## src/rtl/status_flag_unit.sv

```systemverilog
// rtl/status_flag_unit.sv - NZCV producer: CPSR/SPSR flag registers and condition bus (optional macro FLAG_FORWARD_EN)
module status_flag_unit #(
  parameter int          DATA_W   = 32,
  parameter logic [3:0]  RST_NZCV = 4'b0000
) (
  input  logic              clk,
  input  logic              rst_n,
  input  logic [DATA_W-1:0] alu_res,
  input  logic              alu_c,
  input  logic              alu_v,
  input  logic              sh_c,
  input  logic              logic_op,
  input  logic              s_bit,
  input  logic              ex_valid,
  input  logic              stall,
  input  logic              flush,
  input  logic              exc_entry,
  input  logic              exc_return,
  output logic [3:0]        nzcv,
  output logic [3:0]        spsr_nzcv,
  output logic              spsr_valid,
  output logic              ret_err
);

  logic [3:0] cpsr_q, cpsr_d;
  logic [3:0] spsr_q, spsr_d;
  logic       spsr_valid_q, spsr_valid_d;
  logic       ret_err_q, ret_err_d;

  logic       upd;
  logic [3:0] new_flags;
  logic [3:0] post_upd;

  assign upd = ex_valid & s_bit & ~stall & ~flush;

  // Flags produced by the EX instruction; logical ops keep the old V bit
  always_comb begin
    new_flags    = 4'b0000;
    new_flags[3] = alu_res[DATA_W-1];
    new_flags[2] = (alu_res == '0);
    new_flags[1] = logic_op ? sh_c : alu_c;
    new_flags[0] = logic_op ? cpsr_q[0] : alu_v;
  end

  assign post_upd = upd ? new_flags : cpsr_q;

  // Next-state: stall freezes everything; return beats entry beats plain update
  always_comb begin
    cpsr_d       = cpsr_q;
    spsr_d       = spsr_q;
    spsr_valid_d = spsr_valid_q;
    ret_err_d    = 1'b0;
    if (!stall) begin
      if (exc_return) begin
        if (spsr_valid_q) begin
          cpsr_d       = spsr_q;
          spsr_valid_d = 1'b0;
        end else begin
          ret_err_d = 1'b1;
        end
      end else begin
        cpsr_d = post_upd;
        if (exc_entry) begin
          spsr_d       = post_upd;
          spsr_valid_d = 1'b1;
        end
      end
    end
  end

  // Architectural flag state with asynchronous reset
  always_ff @(posedge clk or negedge rst_n) begin
    if (!rst_n) begin
      cpsr_q       <= RST_NZCV;
      spsr_q       <= RST_NZCV;
      spsr_valid_q <= 1'b0;
      ret_err_q    <= 1'b0;
    end else begin
      cpsr_q       <= cpsr_d;
      spsr_q       <= spsr_d;
      spsr_valid_q <= spsr_valid_d;
      ret_err_q    <= ret_err_d;
    end
  end

`ifdef FLAG_FORWARD_EN
  // Bypass: the ID-stage checker sees this cycle's flag result immediately
  assign nzcv = cpsr_d;
`else
  assign nzcv = cpsr_q;
`endif

  assign spsr_nzcv  = spsr_q;
  assign spsr_valid = spsr_valid_q;
  assign ret_err    = ret_err_q;

endmodule

```

## config.mk

```make
export PLATFORM = sky130hd
export DESIGN_NAME = status_flag_unit
export DESIGN_NICKNAME = d
export VERILOG_FILES = /design/src/rtl/status_flag_unit.sv
export SDC_FILE = /design/constraint.sdc
export NUM_CORES = 1
export LEC_CHECK = 0
export ABC_AREA = 1
export BUFFER_PORTS_ARGS = -buffer_cell sky130_fd_sc_hd__buf_2
export CAP_MARGIN = 10
export CELL_PAD_IN_SITES_DETAIL_PLACEMENT = 1
export CELL_PAD_IN_SITES_GLOBAL_PLACEMENT = 2
export CORE_ASPECT_RATIO = 1.75
export CORE_MARGIN = 3
export CORE_UTILIZATION = 15
export CTS_CLUSTER_SIZE = 30
export DETAILED_ROUTE_END_ITERATION = 10
export MAX_ROUTING_LAYER = met4
export PLACE_DENSITY = 0.72
export SLEW_MARGIN = 10
export SYNTH_ARGS = -nofsm -noshare
export SYNTH_HDL_FRONTEND = slang
export SYNTH_SLANG_ARGS = --single-unit
```

## constraint.sdc

```tcl
create_clock -name clk -period 0.9 [get_ports clk]
set_input_delay 0 -clock clk [delete_from_list [all_inputs] [get_ports clk]]
set_output_delay 0 -clock clk [all_outputs]
set_load 0.02 [all_outputs]
```

==> results.tsv <==
metric	value	unit
hold_class	primary input to flop	
final_common_cell	buf_2	
cts_num_sinks	10	
place_ws	-54.0	ps
die_area	5130	um^2
grt_setup_unrepaired	yes	
multi_input_area	377	um^2
synth_xor_area_frac	0	
grt_pass1_vias	944	
layout.nets	206	
portBuffers	53	
antenna_found_initial	0	
worst_setup_path_start_kind	flop	
regArea	253	um^2
worst-r2r-cell-count	4	
cts_buffer_depth	2	
clock-root-buffer	clkbuf_8	
htreeDepth	1	
ys_seq_elements	10	
yosys-top-cells-area	dfrtp_1, nand2_1, nor2_1, a21oi_1, inv_1	
synth_top_area_cell	dfrtp_1	
drive_gt1_frac	0.491	
hold_depth	3	
ant_nets	0	
leakage	0.600	nW
vias_per_cell	4.15	
clock_latency	230	ps
syn_to_final_growth	75.8	%
synth_compound_area_frac	0.146	
hold_violations	0	
core_area	4020	um^2
die_w	55.5	um
synthAdderAreaFrac	0	
rows	30	
ios	54	
cts_tree	built	
layout_common_cells	buf_2, nand2_1, nor2_1	
tightestPinTransition	231	ps
synth-simple-area-share	0.405	
fin_skew	0.296	ps
crit_type	flop to flop	
power.density	1660	nW/um^2
period_needed	965	ps
cp.required	1010	ps
fmax	1040	MHz
synth_cell_types	18	
yosys_warnings	0	
maxCapViolCount	0	
grt_overflow	0	
crit_path_end_kind	flop	
outcome	finished with violations	
dp_hpwl	2.09	mm
syn_avg_cell_area	6.69	um^2
grt_max_degree	11	
dr_total_vias	867	
synthMuxAreaShare	0	
n_fill_cell	527	
grt.total_usage	0.0983	
cts_made_buffers	3	
setup_violations	5	
period_share	1.07	
initial_core_util	0.160	
totalWireLength	2.32	mm
violations	setup timing	
cp.arrival	1080	ps
netlist_area	642	um^2
finalWorstSetupSlack	-64.6	ps
drtIter0Drc	5	
hold_ws	56.7	ps
syn_inst	96	
vdd_ir_drop_max	783	uV
seq_area_frac_synth	0.390	
antenna_cells	0	
grt_pass1_wl	4.06	mm
cp_max_fo	6	
firstDrtPassIters	2	
slew-limit-headroom	0.846	
path_clk_slew	50	ps
drt-wirelength-per-cell	11.1	um
gp_congestion	0.792	
finalMaxSlewViolations	0	
synth_top_family_by_area	simple AND/OR/NAND/NOR gates	
synth_top_area_frac	0.390	
die_y	92.5	um
syn_nets	140	
post-route-drc-count	0	
timing repair:
action | 4_1_cts | 5_1_grt
setup endpoints to repair | 6 | 8
setup buffers | 1 | 0
pin swaps | 0 | 1
hold buffers | 2 | 0
gates resized for setup | 4 | 6
hold endpoints to repair | 11 | 0
Yosys cell counts (all sizes together):
library cell,instances
o21ai,5
o21a,1
dfrtp,10
nor3,3
nand4,2
nand2,30
inv,9
a21oi,7
nor2,24
nand3,3
o21bai,1
clkinv,1
registers in the layout, summed over array words and instances (netlist names):
| register | flops |
|---|---|
| nzcv | 4 |
| ret_err | 1 |
| spsr_nzcv | 4 |
| spsr_valid | 1 |
critical path: stages (launching register included):
cell,delay (ps)
dfrtp_2,410
o21ai_4,200
inv_2,90
nor2_2,120
a21oi_2,30
report_power, final:
part           internal (mW)  leakage [nW]  switching (mW)  total [mW]
clock                  0.384        0.0288           0.166       0.550
sequential             0.546         0.120          0.0726       0.619
combinational          0.316         0.452           0.383       0.700
layer usage:
metal,vias to the layer above,GRT usage,share of wire
li1,434,-,-
met1,402,0.0920,0.33
met2,29,0.195,0.59
met3,2,0.0237,0.065
met4,0,0.0243,0.0069
met5,-,-,0
worst paths after layout:
path | startpoint | to | slack [ps]
hold / removal | stall | spsr_valid | 60
setup reg to reg | spsr_valid | nzcv[0] | -60
setup / recovery | spsr_valid | nzcv[0] | -60
hold reg to reg | nzcv[2] | nzcv[2] | 520
max in group asynchronous | rst_n | spsr_valid | 530
min in group asynchronous | rst_n | nzcv[1] | 160
per-stage QoR:
step | util | total power, mW | std cells | area [um^2] | TNS, ps
after floorplan | - | 0.968 | 96 | 654 | -137
after global placement | 0.253 | 1.25 | 202 | 1020 | -28.3
after detailed placement | 0.253 | 1.28 | 202 | 1020 | -145
after CTS | 0.277 | 1.87 | 209 | 1110 | -217
after global routing | 0.281 | 2.01 | 209 | 1130 | -542
final | 0.281 | 1.87 | 209 | 1130 | -178
area by class of cell:
type / instances / share of cell area
timing repair buffer: 61 / 0.307
multi-input combinational: 76 / 0.334
clock buffer: 4 / 0.0488
sequential: 10 / 0.224
tap: 48 / 0.0532
inverter: 10 / 0.0333
cell families after synthesis:
| logic type | Yosys count |
|---|---|
| simple gates | 62 |
| compound gates | 14 |
| flops | 10 |
| buf+inv | 10 |
(Power assumes the default switching activity.)
